<file path="config.mk">
export PLATFORM = sky130hd
export DESIGN_NAME = axi4_lite_master
export DESIGN_NICKNAME = d
export VERILOG_FILES = /design/src/rtl/axi4_lite_master.sv
export SDC_FILE = /design/constraint.sdc
export NUM_CORES = 1
export LEC_CHECK = 0
export CAP_MARGIN = 10
export CORE_ASPECT_RATIO = 0.6
export CORE_MARGIN = 2
export CORE_UTILIZATION = 38
export DETAILED_ROUTE_END_ITERATION = 10
export HOLD_SLACK_MARGIN = 0.03
export PLACE_DENSITY_LB_ADDON = 0.15
export SYNTH_ARGS = -nofsm -noshare
export SYNTH_HDL_FRONTEND = slang
export SYNTH_SLANG_ARGS = --single-unit
</file>
<file path="constraint.sdc">
create_clock -name ACLK -period 5.35 [get_ports ACLK]
set_clock_uncertainty 0.1 [all_clocks]
set_input_delay 1.3375 -clock ACLK [delete_from_list [all_inputs] [get_ports ACLK]]
set_output_delay 1.3375 -clock ACLK [all_outputs]
set_load 0.005 [all_outputs]
</file>
<file path="src/rtl/axi4_lite_master.sv">
// Single-outstanding AXI4-Lite master: turns one cmd_* request into an AXI4-Lite
// read or write and reports completion on rsp_*. Every output comes straight from a register.
module axi4_lite_master #(
    parameter int ADDRESS_WIDTH = 32,
    parameter int DATA_WIDTH    = 32
) (
    input  logic                      ACLK,
    input  logic                      ARESET,
    input  logic                      cmd_valid,
    output logic                      cmd_ready,
    input  logic                      cmd_write,
    input  logic [ADDRESS_WIDTH-1:0]  cmd_addr,
    input  logic [DATA_WIDTH-1:0]     cmd_wdata,
    input  logic [DATA_WIDTH/8-1:0]   cmd_wstrb,
    output logic                      rsp_valid,
    output logic [DATA_WIDTH-1:0]     rsp_rdata,
    output logic [1:0]                rsp_resp,
    output logic [ADDRESS_WIDTH-1:0]  M_AXI_AWADDR,
    output logic                      M_AXI_AWVALID,
    input  logic                      M_AXI_AWREADY,
    output logic [DATA_WIDTH-1:0]     M_AXI_WDATA,
    output logic [DATA_WIDTH/8-1:0]   M_AXI_WSTRB,
    output logic                      M_AXI_WVALID,
    input  logic                      M_AXI_WREADY,
    input  logic [1:0]                M_AXI_BRESP,
    input  logic                      M_AXI_BVALID,
    output logic                      M_AXI_BREADY,
    output logic [ADDRESS_WIDTH-1:0]  M_AXI_ARADDR,
    output logic                      M_AXI_ARVALID,
    input  logic                      M_AXI_ARREADY,
    input  logic [DATA_WIDTH-1:0]     M_AXI_RDATA,
    input  logic [1:0]                M_AXI_RRESP,
    input  logic                      M_AXI_RVALID,
    output logic                      M_AXI_RREADY
);

    typedef enum logic [2:0] {IDLE, WRITE, WRESP, RADDR, RDATA} state_t;

    state_t                     state_reg;
    logic                       cmd_ready_reg;
    logic                       rsp_valid_reg;
    logic [DATA_WIDTH-1:0]      rsp_rdata_reg;
    logic [1:0]                 rsp_resp_reg;
    logic [ADDRESS_WIDTH-1:0]   awaddr_reg;
    logic                       awvalid_reg;
    logic [DATA_WIDTH-1:0]      wdata_reg;
    logic [DATA_WIDTH/8-1:0]    wstrb_reg;
    logic                       wvalid_reg;
    logic                       bready_reg;
    logic [ADDRESS_WIDTH-1:0]   araddr_reg;
    logic                       arvalid_reg;
    logic                       rready_reg;

    // A write channel counts as done if it already handshook or is handshaking now.
    logic aw_done;
    logic w_done;
    assign aw_done = !awvalid_reg || M_AXI_AWREADY;
    assign w_done  = !wvalid_reg  || M_AXI_WREADY;

    always_ff @(posedge ACLK or posedge ARESET) begin
        if (ARESET) begin
            state_reg     <= IDLE;
            cmd_ready_reg <= 1'b1;
            rsp_valid_reg <= 1'b0;
            rsp_rdata_reg <= '0;
            rsp_resp_reg  <= '0;
            awaddr_reg    <= '0;
            awvalid_reg   <= 1'b0;
            wdata_reg     <= '0;
            wstrb_reg     <= '0;
            wvalid_reg    <= 1'b0;
            bready_reg    <= 1'b0;
            araddr_reg    <= '0;
            arvalid_reg   <= 1'b0;
            rready_reg    <= 1'b0;
        end else begin
            rsp_valid_reg <= 1'b0;
            case (state_reg)
                IDLE: begin
                    if (cmd_valid && cmd_ready_reg) begin
                        cmd_ready_reg <= 1'b0;
                        if (cmd_write) begin
                            awaddr_reg  <= cmd_addr;
                            wdata_reg   <= cmd_wdata;
                            wstrb_reg   <= cmd_wstrb;
                            awvalid_reg <= 1'b1;
                            wvalid_reg  <= 1'b1;
                            state_reg   <= WRITE;
                        end else begin
                            araddr_reg  <= cmd_addr;
                            arvalid_reg <= 1'b1;
                            state_reg   <= RADDR;
                        end
                    end
                end
                WRITE: begin
                    if (awvalid_reg && M_AXI_AWREADY) awvalid_reg <= 1'b0;
                    if (wvalid_reg && M_AXI_WREADY)   wvalid_reg  <= 1'b0;
                    if (aw_done && w_done) begin
                        bready_reg <= 1'b1;
                        state_reg  <= WRESP;
                    end
                end
                WRESP: begin
                    if (M_AXI_BVALID && bready_reg) begin
                        bready_reg    <= 1'b0;
                        rsp_valid_reg <= 1'b1;
                        rsp_resp_reg  <= M_AXI_BRESP;
                        rsp_rdata_reg <= '0;
                        cmd_ready_reg <= 1'b1;
                        state_reg     <= IDLE;
                    end
                end
                RADDR: begin
                    if (arvalid_reg && M_AXI_ARREADY) begin
                        arvalid_reg <= 1'b0;
                        rready_reg  <= 1'b1;
                        state_reg   <= RDATA;
                    end
                end
                RDATA: begin
                    if (M_AXI_RVALID && rready_reg) begin
                        rready_reg    <= 1'b0;
                        rsp_valid_reg <= 1'b1;
                        rsp_resp_reg  <= M_AXI_RRESP;
                        rsp_rdata_reg <= M_AXI_RDATA;
                        cmd_ready_reg <= 1'b1;
                        state_reg     <= IDLE;
                    end
                end
                default: state_reg <= IDLE;
            endcase
        end
    end

    assign cmd_ready     = cmd_ready_reg;
    assign rsp_valid     = rsp_valid_reg;
    assign rsp_rdata     = rsp_rdata_reg;
    assign rsp_resp      = rsp_resp_reg;
    assign M_AXI_AWADDR  = awaddr_reg;
    assign M_AXI_AWVALID = awvalid_reg;
    assign M_AXI_WDATA   = wdata_reg;
    assign M_AXI_WSTRB   = wstrb_reg;
    assign M_AXI_WVALID  = wvalid_reg;
    assign M_AXI_BREADY  = bready_reg;
    assign M_AXI_ARADDR  = araddr_reg;
    assign M_AXI_ARVALID = arvalid_reg;
    assign M_AXI_RREADY  = rready_reg;

endmodule

</file>
==> impl_metrics.ini, run 1 <==
[run_status]
outcome = finished clean

[global_routing]
grt_pass1_vias = 4496
top_usage_layer = met2
grtUsageMet2_pct = 30.0
grt_overflow = 0
met3_usage_pct = 9.72
grtUsageTotal_pct = 19.1
grt_pass1_wl_um = 23900
use_met1_pct = 23.8
antenna_found_initial = 0
grt_max_degree = 94

[die]
die_w_um = 163
fp.dieArea_um2 = 16100
ios = 254
fp.dieH_um = 99.2
core-area_um2 = 14600
start_util_pct = 39.2
rows = 34

[synth]
synthAdderAreaFrac_pct = 0
synthSimpleGateAreaFrac_pct = 5.12
synth_xor_area_share_pct = 0
ys_ff_latch = 144
synth-compound-area-share_pct = 1.79
yosysUniqueCellTypes = 31
syn_nets = 521
synth.area.mux_share_pct = 26.0
synth_warnings = 0
avgSynthCellArea_um2 = 14.1
synth_top_family_by_area = multiplexers
synth_cells = 408
ys_seq_area_share_pct = 62.8
syn_area_um2 = 5740

[routing]
vias = 4064
dr.pass1.iters = 4
vias_per_cell = 4.63
drt-wirelength-per-cell_um = 16.9
finalWirelength_um = 14800
drtIter0Drc = 147
drc = 0
detail-route-antenna-nets = 0

[timing]
timing.fmax_ghz = 0.321
final.setup.tns_ns = 0
tightestPinTransition_ns = 0.970
slew_viol_final = 0
post-route-worst-setup-slack_ns = 2.24
setup_viol = 0
holdWs_ns = 0.402
period_share_pct = 58.2
slew_headroom_pct = 35.3
rsz0062_at_grt = false
min_period_ns = 3.11
hold_violations = 0

[place]
port_buffers = 253
gp_congestion = 0.788
place_hpwl_um = 10600
dp_cells = 845
dpl_worst_slack_ns = 1.83
place_area_um2 = 8470

[run]
drv_cap = 0

[clock_tree]
cts_root_buf = clkbuf_16
ctsLongestPathBuffers = 2
htree_levels = 4
postCtsSetupRepairBufs = 0
hold_buffers = 0
cts_buffers = 17
cts_tree = done
cts_sinks = 144
clkLatencyLatePin_ns = 0.39
cts.clk_slew.worst_paths_ns = 0.06
cts-resized-gates = 0

[layout]
n_antenna_cell = 0
final_cell_count_no_fill = 877
final_common_cell = clkdlybuf4s50_1
layout-drive-gt1-share_pct = 21.8
most-common-layout-cells = clkdlybuf4s50_1, dfrtp_1, mux2_2
fin_util_pct = 62.2
design_area_um2 = 9100
fin_nets = 779
syn2layout_area_growth_pct = 58.4

[power_and_ir_drop]
leakagePower_nw = 3.91
peakVddDrop_mv = 0.221
comb_power_share_pct = 36.6
p_total_mw = 4.90
p_per_area_nw_per_um2 = 539
p_sw_share_pct = 26.2
p_clk_share_pct = 25.6
p_sw_mw = 1.29
p_int_mw = 3.61
seq_power_share_pct = 37.9

[critical_path]
worstSetupEndpointType = register
crit_type = input pin to register
crit_fanout = 20
required_ns = 5.56
cp_data_arrival_time_ns = 3.33
start_kind = input pin

[hold_path]
min_path_type = register to register
==> cells by family after synthesis <==
logic type,count (synthesis)
and+or+nand+nor,59
DFF,144
muxes,136
AOI/OAI and AO/OA,15
buffers and inverters,54
==> worst max-delay path: stages <==
cell             delay [ns]
clkdlybuf4s50_1        0.50
nand4b_1               0.17
a21oi_4                0.60
buf_4                  0.45
mux2i_1                0.25
==> routing by layer <==
| layer | routed length [um] | share of wire (%) |
|---|---|---|
| met1 | 6340 | 43 |
| met2 | 6680 | 45 |
| met3 | 1730 | 12 |
| met4 | 92 | 0.62 |
| met5 | 0 | 0 |
==> power groups by stage <==
stage | combinational (mW) | sequential (mW) | clock (mW)
global route | 1.94 | 1.93 | 1.34
detailed placement | 1.82 | 1.87 | 0
finish | 1.79 | 1.86 | 1.25
CTS | 1.83 | 1.86 | 1.28
global placement | 1.78 | 1.84 | 0
floorplan | 0.566 | 1.87 | 0
==> worst paths after layout <==
| kind | start | to | slack, ns | depth (start not counted) |
|---|---|---|---|---|
| max in group asynchronous | ARESET | M_AXI_ARADDR[26] | 2.81 | 3 |
| worst max register to register | state_reg[1] | rsp_rdata[1] | 3.02 | 4 |
| worst max-delay path | M_AXI_RVALID | rsp_rdata[1] | 2.24 | 5 |
| min in group asynchronous | ARESET | rsp_rdata[0] | 1.38 | 2 |
| worst min register to register | M_AXI_AWADDR[15] | M_AXI_AWADDR[15] | 0.40 | 1 |
| worst min-delay path | M_AXI_AWADDR[15] | M_AXI_AWADDR[15] | 0.40 | 1 |
==> cell type report <==
class	count	area, um2
Inverter	34	133
Fill cell	1155	5540
Sequential cell	144	3600
Timing Repair Buffer	259	2580
Multi-Input combinational cell	210	1910
Clock buffer	19	443
Clock inverter	13	185
Tap cell	198	248
==> cell usage after synthesis <==
master | n | area, um2
dfrtp_1 | 143 | 3580
nand3_1 | 2 | 10.0
or3b_1 | 1 | 8.76
inv_1 | 34 | 128
nand2_1 | 39 | 146
a31oi_1 | 4 | 25.0
and3_1 | 1 | 6.26
o21ai_0 | 4 | 20.0
nor3b_2 | 1 | 12.5
buf_4 | 2 | 15.0
nand4_1 | 3 | 18.8
nand2b_1 | 4 | 25.0
o211ai_1 | 1 | 7.51
clkbuf_1 | 1 | 3.75
nand4b_1 | 2 | 17.5
dfstp_2 | 1 | 26.3
mux2i_1 | 32 | 320
mux2_1 | 1 | 11.3
nor2b_1 | 2 | 12.5
buf_2 | 14 | 70.1
a21oi_1 | 1 | 5.00
buf_6 | 3 | 33.8
o2bb2ai_1 | 1 | 8.76
mux2_2 | 103 | 1160
a2bb2oi_1 | 1 | 8.76
a21o_1 | 1 | 7.51
nor2_1 | 1 | 3.75
a21bo_2 | 2 | 20.0
or3b_2 | 1 | 8.76
nor3_4 | 1 | 16.3
nor3b_1 | 1 | 7.51
Power figures use the tool's default switching activity.
==> inputs of run 2 (changes only) <==
Clock period 5.35 ns to 2.65 ns, I/O delays scaled along.
==> impl_metrics.ini, run 2 (synthesized netlist as in run 1, its figures left out) <==
[run_status]
outcome = finished clean

[routing]
vias_per_cell = 4.68
drt-wirelength-per-cell_um = 16.5
drc = 0
vias = 4116
dr.pass1.iters = 4
finalWirelength_um = 14500
drtIter0Drc = 163
detail-route-antenna-nets = 0

[critical_path]
worstSetupEndpointType = primary output
critPathBufInv = 1
crit_slowest_cell = dfstp_2
crit_type = register to primary output
required_ns = 1.89
cp.depth = 1
crit_path_cell_trace = clkdlybuf4s50_1
crit_family = flip-flops
max_stage_delay_ns = 0.56
start_kind = register
crit_fanout = 4
ff2ff_path_depth = 4
cp_data_arrival_time_ns = 1.48

[global_routing]
grtUsageTotal_pct = 18.4
grt_max_degree = 75
antenna_found_initial = 0
grt_pass1_vias = 4343
grt_overflow = 0
grt_pass1_wl_um = 23000

[layout]
design_area_um2 = 9120
final_cell_count_no_fill = 879
fill_cells = 1105
fin_util_pct = 62.3
syn2layout_area_growth_pct = 58.8
n_antenna_cell = 0
final_common_cell = clkdlybuf4s50_1
most-common-layout-cells = clkdlybuf4s50_1, dfrtp_1, mux2_2
fin_nets = 781
layout-drive-gt1-share_pct = 22.2

[timing]
rsz0062_at_grt = false
timing.fmax_ghz = 0.446
holdWs_ns = 0.388
slew_headroom_pct = 70.6
hold_violations = 0
post-route-worst-setup-slack_ns = 0.406
slew_viol_final = 0
tightestPinTransition_ns = 0.441
min_period_ns = 2.24
final.setup.tns_ns = 0
period_share_pct = 84.7
setup_viol = 0

[clock_tree]
cts.clk_slew.worst_paths_ns = 0.07
cts_root_buf = clkbuf_16
clkLatencyLatePin_ns = 0.41
cts_sinks = 144
cts_tree = done
postCtsSetupRepairBufs = 0
htree_levels = 4
hold_buffers = 0
cts_buffers = 17
ctsLongestPathBuffers = 2
cts-resized-gates = 0

[hold_path]
min_path_type = register to register
holdPathStages = 1

[die]
ios = 254
fp.dieH_um = 99.2
fp.dieArea_um2 = 16100
start_util_pct = 39.2
core-area_um2 = 14600
die_w_um = 163
rows = 34

[run]
drv_cap = 0

[place]
place_area_um2 = 8540
port_buffers = 253
dpl_worst_slack_ns = 0.196
dp_cells = 847
place_hpwl_um = 10500
gp_congestion = 0.820

[power_and_ir_drop]
peakVddDrop_mv = 0.559
leakagePower_nw = 3.91
p_per_area_nw_per_um2 = 1060
p_total_mw = 9.70
run 2: cell types whose count changed in the layout (fill, tap and decap cells not counted), sizes merged:
| cell | previous run | this run |
|---|---|---|
| inv | 36 | 40 |
| buf | 6 | 8 |
| clkinv | 5 | 3 |
| clkbuf | 19 | 17 |
| clkinvlp | 2 | 5 |
| bufinv | 4 | 1 |
run 2: worst paths after layout:
kind | slack (ns) | end | from
max reg2reg | 0.61 | M_AXI_ARADDR[22] | state_reg[1]
min reg2reg | 0.39 | M_AXI_ARADDR[4] | M_AXI_ARADDR[4]
min | 0.39 | M_AXI_ARADDR[4] | M_AXI_ARADDR[4]
max | 0.41 | cmd_ready | cmd_ready
min in group asynchronous | 0.64 | rsp_rdata[11] | ARESET
max in group asynchronous | 1.48 | M_AXI_ARADDR[6] | ARESET
run 2: final cells by class:
cell class                      instances  area, um2  share of cell area [%]
Sequential cell                       144       3600                    39.5
Tap cell                              198        248                    2.72
Multi-Input combinational cell        210       1910                    20.9
Clock buffer                           17        425                    4.66
Timing Repair Buffer                  261       2660                    29.1
Inverter                               34        131                    1.44
Clock inverter                         15        151                    1.66
run 2: metal layers:
metal  GRT usage (%)  routed length (um)  vias to the layer above
li1                -                   -                     1910
met1            22.8                6190                     2018
met2            29.0                6510                      172
met3            8.88                1620                       16
met4            5.04                 195                        0
met5               0                   0                        -
run 2: power breakdown:
part	switching [mW]	internal [mW]	total, mW
sequential	0.579	3.18	3.76
clock	1.00	1.32	2.32
combinational	1.08	2.52	3.61
